**src/rtl/game_pkg.sv**
```systemverilog
// game_pkg: shared types and codes for the light-cycle game sequencer.
//   game_state_t : IDLE / COUNTDOWN / RUN / OVER phase encoding
//   turn_req_t   : contents of one player's pending-turn buffer
//   SEL_*        : selected_player codes driven to the direction-update logic
//   WIN_*        : winner codes
//   next_req()   : pending-buffer update rule for one player
package game_pkg;

   typedef enum logic [1:0] {
      IDLE      = 2'd0,
      COUNTDOWN = 2'd1,
      RUN       = 2'd2,
      OVER      = 2'd3
   } game_state_t;

   typedef enum logic [1:0] {
      NONE  = 2'd0,
      LEFT  = 2'd1,
      RIGHT = 2'd2
   } turn_req_t;

   localparam logic [1:0] SEL_RESET = 2'b00;
   localparam logic [1:0] SEL_P1    = 2'b01;
   localparam logic [1:0] SEL_HOLD  = 2'b10;
   localparam logic [1:0] SEL_P2    = 2'b11;

   localparam logic [1:0] WIN_NONE  = 2'b00;
   localparam logic [1:0] WIN_P1    = 2'b01;
   localparam logic [1:0] WIN_P2    = 2'b10;
   localparam logic [1:0] WIN_DRAW  = 2'b11;

   // A single click overwrites the buffer (latest wins); a simultaneous
   // left+right is contradictory and leaves the buffer alone. A new click
   // takes priority over the clear performed when the slot is served.
   function automatic turn_req_t next_req(input turn_req_t cur,
                                          input logic      left,
                                          input logic      right,
                                          input logic      served);
      if (left ^ right)
         return left ? LEFT : RIGHT;
      if (served)
         return NONE;
      return cur;
   endfunction

endpackage

```
**src/rtl/game_sequencer_if.sv**
```systemverilog
// game_sequencer_if: control bundle between the game sequencer and its
// surroundings (start button, player clicks, collision flags in; slot
// selection, turn pulses, movement tick and status out).
//   master : the sequencer side (drives selection/turns/tick/status)
//   slave  : the environment side (drives start/clicks/crash flags)
interface game_sequencer_if;
   import game_pkg::*;

   logic        start;
   logic        p1_left;
   logic        p1_right;
   logic        p2_left;
   logic        p2_right;
   logic        crash_1;
   logic        crash_2;

   logic [1:0]  selected_player;
   logic        turn_left;
   logic        turn_right;
   logic        move_tick;
   game_state_t state;
   logic [1:0]  winner;
   logic [1:0]  countdown;

   modport master (
      input  start, p1_left, p1_right, p2_left, p2_right, crash_1, crash_2,
      output selected_player, turn_left, turn_right, move_tick, state,
             winner, countdown
   );

   modport slave (
      output start, p1_left, p1_right, p2_left, p2_right, crash_1, crash_2,
      input  selected_player, turn_left, turn_right, move_tick, state,
             winner, countdown
   );

endinterface

```
**src/rtl/game_sequencer_tick_phase_timer.sv**
```systemverilog
// tick_phase_timer: movement-period phase counter plus the countdown
// second sub-counter.
//   clk, rst_n : clock, asynchronous active-low reset
//   run_en     : count (COUNTDOWN or RUN); when low both counters sit at 0
//   clr        : synchronous clear of both counters
//   slot1      : ph == 0  (P1 service slot)
//   slot2      : ph == 1  (P2 service slot)
//   tick       : ph == 2  (movement tick decision)
//   sample     : ph == 4  (collision sample decision)
//   sec_done   : last cycle of a countdown second
module tick_phase_timer #(
   parameter int TICK_CYCLES   = 8_125_000,
   parameter int TICKS_PER_SEC = 8
) (
   input  logic clk,
   input  logic rst_n,
   input  logic run_en,
   input  logic clr,
   output logic slot1,
   output logic slot2,
   output logic tick,
   output logic sample,
   output logic sec_done
);

   localparam int PH_W  = $clog2(TICK_CYCLES);
   localparam int SUB_W = (TICKS_PER_SEC > 1) ? $clog2(TICKS_PER_SEC) : 1;

   localparam logic [PH_W-1:0]  PH_LAST  = PH_W'(TICK_CYCLES - 1);
   localparam logic [SUB_W-1:0] SUB_LAST = SUB_W'(TICKS_PER_SEC - 1);

   logic [PH_W-1:0]  ph;
   logic [SUB_W-1:0] sub;
   logic             ph_wrap;

   assign ph_wrap = (ph == PH_LAST);

   always_ff @(posedge clk or negedge rst_n) begin
      if (!rst_n) begin
         ph  <= '0;
         sub <= '0;
      end else if (clr || !run_en) begin
         ph  <= '0;
         sub <= '0;
      end else if (ph_wrap) begin
         ph  <= '0;
         sub <= (sub == SUB_LAST) ? '0 : sub + SUB_W'(1);
      end else begin
         ph  <= ph + PH_W'(1);
      end
   end

   assign slot1    = (ph == PH_W'(0));
   assign slot2    = (ph == PH_W'(1));
   assign tick     = (ph == PH_W'(2));
   assign sample   = (ph == PH_W'(4));
   // Gated by run_en so a stale phase never reads as a finished second.
   assign sec_done = run_en && ph_wrap && (sub == SUB_LAST);

endmodule

```
**src/rtl/game_sequencer.sv**
```systemverilog
// game_sequencer: game-flow controller for the two-player light-cycle game.
// Steps IDLE -> COUNTDOWN -> RUN -> OVER, buffers one pending turn per
// player and serves them in alternating slots, emits the movement tick and
// latches the winner from the collision flags.
//   clk, rst_n : clock, asynchronous active-low reset
//   bus        : game_sequencer_if.master
//                in : start, p1_left/right, p2_left/right, crash_1/2
//                out: selected_player, turn_left/right, move_tick, state,
//                     winner, countdown (all registered)
module game_sequencer
   import game_pkg::*;
#(
   parameter int TICK_CYCLES   = 8_125_000,
   parameter int TICKS_PER_SEC = 8,
   parameter int COUNT_SECONDS = 3
) (
   input  logic                clk,
   input  logic                rst_n,
   game_sequencer_if.master    bus
);

   localparam logic [1:0] CD_LOAD = 2'(COUNT_SECONDS);

   game_state_t state_q;
   turn_req_t   pend1_q;
   turn_req_t   pend2_q;
   logic [1:0]  sel_q;
   logic        tl_q;
   logic        tr_q;
   logic        mt_q;
   logic [1:0]  win_q;
   logic [1:0]  cd_q;

   logic slot1, slot2, tick, sample, sec_done;
   logic enter_cd, crash_hit, run_en;

   assign enter_cd  = bus.start && ((state_q == IDLE) || (state_q == OVER));
   assign crash_hit = (state_q == RUN) && sample && (bus.crash_1 || bus.crash_2);
   assign run_en    = (state_q == COUNTDOWN) || (state_q == RUN);

   // Clearing on the crash as well keeps ph at 0 from the first OVER cycle.
   tick_phase_timer #(
      .TICK_CYCLES   (TICK_CYCLES),
      .TICKS_PER_SEC (TICKS_PER_SEC)
   ) u_timer (
      .clk      (clk),
      .rst_n    (rst_n),
      .run_en   (run_en),
      .clr      (enter_cd || crash_hit),
      .slot1    (slot1),
      .slot2    (slot2),
      .tick     (tick),
      .sample   (sample),
      .sec_done (sec_done)
   );

   always_ff @(posedge clk or negedge rst_n) begin
      if (!rst_n) begin
         state_q <= IDLE;
         pend1_q <= NONE;
         pend2_q <= NONE;
         sel_q   <= SEL_RESET;
         tl_q    <= 1'b0;
         tr_q    <= 1'b0;
         mt_q    <= 1'b0;
         win_q   <= WIN_NONE;
         cd_q    <= 2'd0;
      end else begin
         sel_q <= SEL_RESET;
         tl_q  <= 1'b0;
         tr_q  <= 1'b0;
         mt_q  <= 1'b0;
         case (state_q)
            IDLE, OVER: begin
               // Clicks are not buffered here, so a click coincident with
               // start is simply lost.
               if (enter_cd) begin
                  state_q <= COUNTDOWN;
                  pend1_q <= NONE;
                  pend2_q <= NONE;
                  win_q   <= WIN_NONE;
                  cd_q    <= CD_LOAD;
               end
            end
            COUNTDOWN: begin
               if (sec_done) begin
                  cd_q <= cd_q - 2'd1;
                  if (cd_q == 2'd1)
                     state_q <= RUN;
               end
            end
            RUN: begin
               pend1_q <= next_req(pend1_q, bus.p1_left, bus.p1_right, slot1);
               pend2_q <= next_req(pend2_q, bus.p2_left, bus.p2_right, slot2);
               if (crash_hit) begin
                  state_q <= OVER;
                  if (bus.crash_1 && bus.crash_2)
                     win_q <= WIN_DRAW;
                  else if (bus.crash_1)
                     win_q <= WIN_P2;
                  else
                     win_q <= WIN_P1;
               end else begin
                  if (slot1) begin
                     sel_q <= SEL_P1;
                     tl_q  <= (pend1_q == LEFT);
                     tr_q  <= (pend1_q == RIGHT);
                  end else if (slot2) begin
                     sel_q <= SEL_P2;
                     tl_q  <= (pend2_q == LEFT);
                     tr_q  <= (pend2_q == RIGHT);
                  end else begin
                     sel_q <= SEL_HOLD;
                  end
                  mt_q <= tick;
               end
            end
         endcase
      end
   end

   assign bus.state           = state_q;
   assign bus.selected_player = sel_q;
   assign bus.turn_left       = tl_q;
   assign bus.turn_right      = tr_q;
   assign bus.move_tick       = mt_q;
   assign bus.winner          = win_q;
   assign bus.countdown       = cd_q;

endmodule

```
**src/flat_wrapper.sv**
```systemverilog
// flat-port wrapper written by rule: the top's interface ports become plain ports
module game_sequencer_flat import game_pkg::*;
#(
   parameter int TICK_CYCLES   = 8_125_000,
   parameter int TICKS_PER_SEC = 8,
   parameter int COUNT_SECONDS = 3
)
  (clk, rst_n, bus_start, bus_p1_left, bus_p1_right, bus_p2_left, bus_p2_right, bus_crash_1, bus_crash_2, bus_selected_player, bus_turn_left, bus_turn_right, bus_move_tick, bus_state, bus_winner, bus_countdown);
  game_sequencer_if bus_i ();
  input  logic clk;
  input  logic rst_n;
  input wire logic [$bits(bus_i.start)-1:0] bus_start;
  input wire logic [$bits(bus_i.p1_left)-1:0] bus_p1_left;
  input wire logic [$bits(bus_i.p1_right)-1:0] bus_p1_right;
  input wire logic [$bits(bus_i.p2_left)-1:0] bus_p2_left;
  input wire logic [$bits(bus_i.p2_right)-1:0] bus_p2_right;
  input wire logic [$bits(bus_i.crash_1)-1:0] bus_crash_1;
  input wire logic [$bits(bus_i.crash_2)-1:0] bus_crash_2;
  output wire logic [$bits(bus_i.selected_player)-1:0] bus_selected_player;
  output wire logic [$bits(bus_i.turn_left)-1:0] bus_turn_left;
  output wire logic [$bits(bus_i.turn_right)-1:0] bus_turn_right;
  output wire logic [$bits(bus_i.move_tick)-1:0] bus_move_tick;
  output wire logic [$bits(bus_i.state)-1:0] bus_state;
  output wire logic [$bits(bus_i.winner)-1:0] bus_winner;
  output wire logic [$bits(bus_i.countdown)-1:0] bus_countdown;
  assign bus_i.start = bus_start;
  assign bus_i.p1_left = bus_p1_left;
  assign bus_i.p1_right = bus_p1_right;
  assign bus_i.p2_left = bus_p2_left;
  assign bus_i.p2_right = bus_p2_right;
  assign bus_i.crash_1 = bus_crash_1;
  assign bus_i.crash_2 = bus_crash_2;
  assign bus_selected_player = bus_i.selected_player;
  assign bus_turn_left = bus_i.turn_left;
  assign bus_turn_right = bus_i.turn_right;
  assign bus_move_tick = bus_i.move_tick;
  assign bus_state = bus_i.state;
  assign bus_winner = bus_i.winner;
  assign bus_countdown = bus_i.countdown;
  game_sequencer #(.TICK_CYCLES(TICK_CYCLES), .TICKS_PER_SEC(TICKS_PER_SEC), .COUNT_SECONDS(COUNT_SECONDS)) u_core (.clk(clk), .rst_n(rst_n), .bus(bus_i));
endmodule
```
**config.mk**
```make
export PLATFORM = sky130hd
export DESIGN_NAME = game_sequencer_flat
export DESIGN_NICKNAME = d
export VERILOG_FILES = /design/src/rtl/game_pkg.sv /design/src/rtl/game_sequencer_if.sv /design/src/rtl/game_sequencer_tick_phase_timer.sv /design/src/rtl/game_sequencer.sv /design/src/flat_wrapper.sv
export SDC_FILE = /design/constraint.sdc
export NUM_CORES = 1
export LEC_CHECK = 0
export CAP_MARGIN = 20
export CORE_UTILIZATION = 62
export DETAILED_ROUTE_END_ITERATION = 8
export PLACE_DENSITY = 0.85
export SYNTH_ARGS = -nofsm -noshare
export SYNTH_HDL_FRONTEND = slang
export SYNTH_HIERARCHICAL = 1
export SYNTH_SLANG_ARGS = --single-unit
```
**constraint.sdc**
```tcl
create_clock -name clk -period 4.3 [get_ports clk]
set_input_delay 0.86 -clock clk [delete_from_list [all_inputs] [get_ports clk]]
set_output_delay 0.86 -clock clk [all_outputs]
set_load 0.05 [all_outputs]
```
==> metrics.sh <==
STATUS='finished, final reports clean'
CRITICAL_PATH.CELL_CHAIN='nor3_1 -> nand4_1 -> nor4_1 -> and4_1 -> o211ai_1 -> nand2_1 -> nand2b_1 -> o21bai_1 -> buf_4 -> o31ai_1'
REG_POWER_FRAC=0.373
PRE_CTS_WS_NS=1.47
COMB_POWER_SHARE=0.433
SYNTH-SIMPLE-AREA-SHARE=0.277
TIGHTEST_SLEW_NS=0.893
CLOCK-SKEW-FINAL_NS=0.00475
DRT-INITIAL-DRC-COUNT=135
ANTENNA_VIOLATING_NETS_POST_ROUTE=0
DIE_H_UM=62.9
FINALMAXSLEWVIOLATIONS=0
PWR_DENSITY_CELL_nW_PER_UM2=472
GRT_PASS1_WL_MM=8.09
DETAIL_ROUTE.FIRST_PASS.ITERATIONS=4
NUM_ROWS=21
P_INT_W=0.000722
EFFECTIVE_UTILIZATION_AT_FLOORPLAN=0.668
PORT-BUFFER-COUNT=19
CRITICAL_PATH.MAX_STAGE_DELAY_NS=0.45
CP_MAX_FO=23
ASYNC_FLOP_SHARE=1.00
HOLD_SLACK_NS=0.531
SEQUENTIAL_CELL_AREA_UM2=1030
ROUTED_VIA_DENSITY=6.20
MOST-COMMON-LAYOUT-CELLS='sky130_fd_sc_hd__dfrtp_1, sky130_fd_sc_hd__nor2_1, sky130_fd_sc_hd__clkdlybuf4s50_1'
CLK_PIN_SLEW_NS=0.07
CTS_HOLD_BUF=0
CTS.REPAIR.RESIZED=0
FINAL_COMMON_CELL='sky130_fd_sc_hd__dfrtp_1'
CTS_MADE_BUFFERS=5
LEAKAGEPOWER_nW=1.07
WORSTSETUPSTARTPOINTTYPE='register'
MULTIINPUTGATEAREA_UM2=1180
GRT_START_MAX_NET_PINS=42
SYNTH_CELL_TYPE_COUNT=45
FLOORPLAN.CORE_AREA_UM2=3440
HOLD_PATH_CLASS='register to register'
MAXCAPVIOLCOUNT=0
NETSWITCHINGPOWER_W=0.000499
CTS-ROOT-BUF='sky130_fd_sc_hd__clkbuf_8'
LARGEST_FAMILY_OF_LOGIC_CELLS_BY_SYNTHESIZED_AREA='simple AND/OR/NAND/NOR gates'
POST_ROUTE_FRACTION_OF_THE_PERIOD_CONSUMED_BY_THE_CRITICAL_PATH=0.665
GRT_ANTENNA_BEFORE_REPAIR=0
SWITCHING_SHARE=0.408
GRT-OVFL-TOTAL=0
POSTLAYOUTSETUPSLACKWORST_NS=1.44
FINALWEIGHTEDCONGESTION=0.769
DRT-TOTAL-WL_MM=4.61
CLOCK_POWER_SHARE=0.194
GRT_UTIL_ALL_LAYERS=0.261
DRCVIOLATIONCOUNT=0
CRITPATHREQUIREDTIME_NS=4.47
CRITICAL_PATH.SLOWEST_CELL='sky130_fd_sc_hd__dfrtp_1'
FIN_NETS=278
FINAL_LAYOUT_SIZE_SUFFIX_GT1_FRAC=0.0654
DIE_W_UM=62.9
POSTSYNTHREGISTERBITS=41
WIRE_PER_INST_UM=15.1
POST_SYNTH_INST_COUNT=238
MAXCLOCKFREQUENCY_GHz=0.350
CTS_TREE='yes'
SYNTH-XOR-AREA-SHARE=0.0533
SYNTH-ADDER-AREA-SHARE=0.0544
YOSYS-MUX-AREA-FRACTION=0.00925
SETUP_REPAIR_AFTER_GLOBAL_ROUTING_MISSED_ITS_MARGIN='no'
WORST_SKEW_PAIR.LATE_LATENCY_NS=0.28
CLOCK_TREE.HTREE_LEVEL_COUNT=2
REPORT.FINAL.HOLD_VIOL_COUNT=0
POST_CTS_SETUP_BUFFER_COUNT=0
VIA_COUNT_OF_THE_FIRST_GLOBAL_ROUTING_PASS=1787
SYNTH_FF_TYPE='sky130_fd_sc_hd__dfrtp_1'
CRIT_PATH_END_KIND='register'
SYNTH_NETS=257
WORST_EP_ARRIVAL_TIME_NS=3.03
SYNTH_SEQ_AREA_SHARE=0.446
CRIT_TYPE='register to register'
MAX_SLEW_MARGIN=0.405
AREA_GROWTH_SYN_TO_LAYOUT_PCT=12.6
DIE_AREA_UM2=3960
SYNTH-WARNING-COUNT=6
TOTALPOWERFINAL_W=0.00122
PEAK_SUPPLY_DROP_uV=245
FINALCRITICALPERIOD_NS=2.86
IOPINCOUNT=20
LAYOUT.FILLER_CELLS=269
FINAL.SETUP.TNS_NS=0
COMPOUND_GATE_PORTION_OF_THE_SYNTHESIZED_AREA=0.120
SYNTHESIS.AREA_PER_INSTANCE_UM2=9.66
SYNTHESIS.AREA_UM2=2300
FINAL-SETUP-VIOL-COUNT=0
CLKSINKCOUNT=41
POST-DP-HPWL_MM=3.28
DIODES=0
SYNTH_ENABLE_FLOP_CELLS=0
NUMBER_OF_BUFFERS_ON_THE_LONGEST_CLOCK_PATH=2
ROUTE.VIAS.TOTAL=1897
cell usage after synthesis (all sizes together) (2+ instances only):
library cell	n	area (µm²)
ha	10	125
o31ai	4	30.0
o211ai	2	15.0
and4	3	26.3
nand3	12	65.1
or3	5	32.5
o21ai	11	55.1
nand2	14	52.6
nand4b	2	17.5
nor3	6	30.0
and3	7	45.1
nand4	7	58.8
inv	13	48.8
nand3b	9	67.6
a22o	5	43.8
nor4	8	50.1
xor2	4	35.0
dfrtp	41	1030
nand2b	7	53.8
xnor2	10	87.6
buf	5	37.5
nor2b	3	18.8
or4	5	37.5
a21oi	12	60.1
nor2	22	82.6
flip-flops by register name (all words and copies together) (netlist names):
signal and count:
u_core/pend2_q 2, u_core/bus.winner 2, u_core/bus.turn_left 1, u_core/bus.turn_right 1, u_core/pend1_q 2, u_core/bus.move_tick 1
u_core/bus.selected_player 2, u_core/bus.countdown 2, u_core/u_timer/ph 23, u_core/u_timer/sub 3, u_core/bus.state 2
power groups by stage:
| stage | clock, W | combinational, W | sequential (W) |
|---|---|---|---|
| 3_3_place_gp | 0 | 0.000514 | 0.000462 |
| 5_1_grt | 0.000259 | 0.000579 | 0.000461 |
| 3_5_place_dp | 0 | 0.000526 | 0.000463 |
| 6_report | 0.000237 | 0.000528 | 0.000456 |
| 2_1_floorplan | 0 | 0.000338 | 0.000527 |
| 4_1_cts | 0.000245 | 0.000527 | 0.000456 |
metal layers:
| metal | track usage | vias to the layer above | routed length, µm |
|---|---|---|---|
| li1 | - | 904 | - |
| met1 | 0.327 | 932 | 2070 |
| met2 | 0.440 | 59 | 2320 |
| met3 | 0.0602 | 2 | 209 |
| met4 | 0.0901 | 0 | 17 |
| met5 | 0 | - | 0 |
through the flow:
step,std cells,cell area (µm²),utilization
2_1_floorplan,238,2300,-
6_report,306,2590,0.752
4_1_cts,306,2590,0.752
3_5_place_dp,298,2510,0.729
5_1_grt,306,2590,0.752
3_3_place_gp,298,2510,0.729
path summary, 6_finish.rpt:
check                                                      end  slack (ns)  depth (start not counted)                           startpoint
max reg2reg                    u_core/u_timer/ph[19]$_DFF_PN0_        1.44                         10       u_core/u_timer/ph[7]$_DFF_PN0_
min                        u_core/bus.countdown[1]$_DFFE_PN0P_        0.53                          1  u_core/bus.countdown[1]$_DFFE_PN0P_
max in group asynchronous      u_core/u_timer/ph[21]$_DFF_PN0_        3.04                          1                                rst_n
min reg2reg                u_core/bus.countdown[1]$_DFFE_PN0P_        0.53                          1  u_core/bus.countdown[1]$_DFFE_PN0P_
min in group asynchronous        u_core/pend1_q[0]$_DFFE_PN0P_        0.70                          1                                rst_n
max                            u_core/u_timer/ph[19]$_DFF_PN0_        1.44                         10       u_core/u_timer/ph[7]$_DFF_PN0_
critical path, delay by kind of cell, from the launching register on:
kind | cells | cell delay [ns]
simple gates | 6 | 1.61
flops | 1 | 0.45
compound gates | 3 | 0.42
buf+inv | 1 | 0.28
logic make-up (layout without fill, tap and decap cells):
family	after synthesis	in the layout
adder cells (fa/ha/maj)	10	10
multiplexers	2	2
flip-flops	41	41
AND/OR/NAND/NOR	110	110
buffers and inverters	19	41
AO/OA/AOI/OAI	42	42
XOR/XNOR	14	14
final cells by class:
cell class / count / area share
clock buffers: 8 / 0.0309
flip-flops and latches: 41 / 0.396
inverters: 13 / 0.0188
multi-input cells: 178 / 0.457
well taps: 46 / 0.0222
repair buffers: 20 / 0.0744
Note: power is estimated with default switching activity, not from simulation.
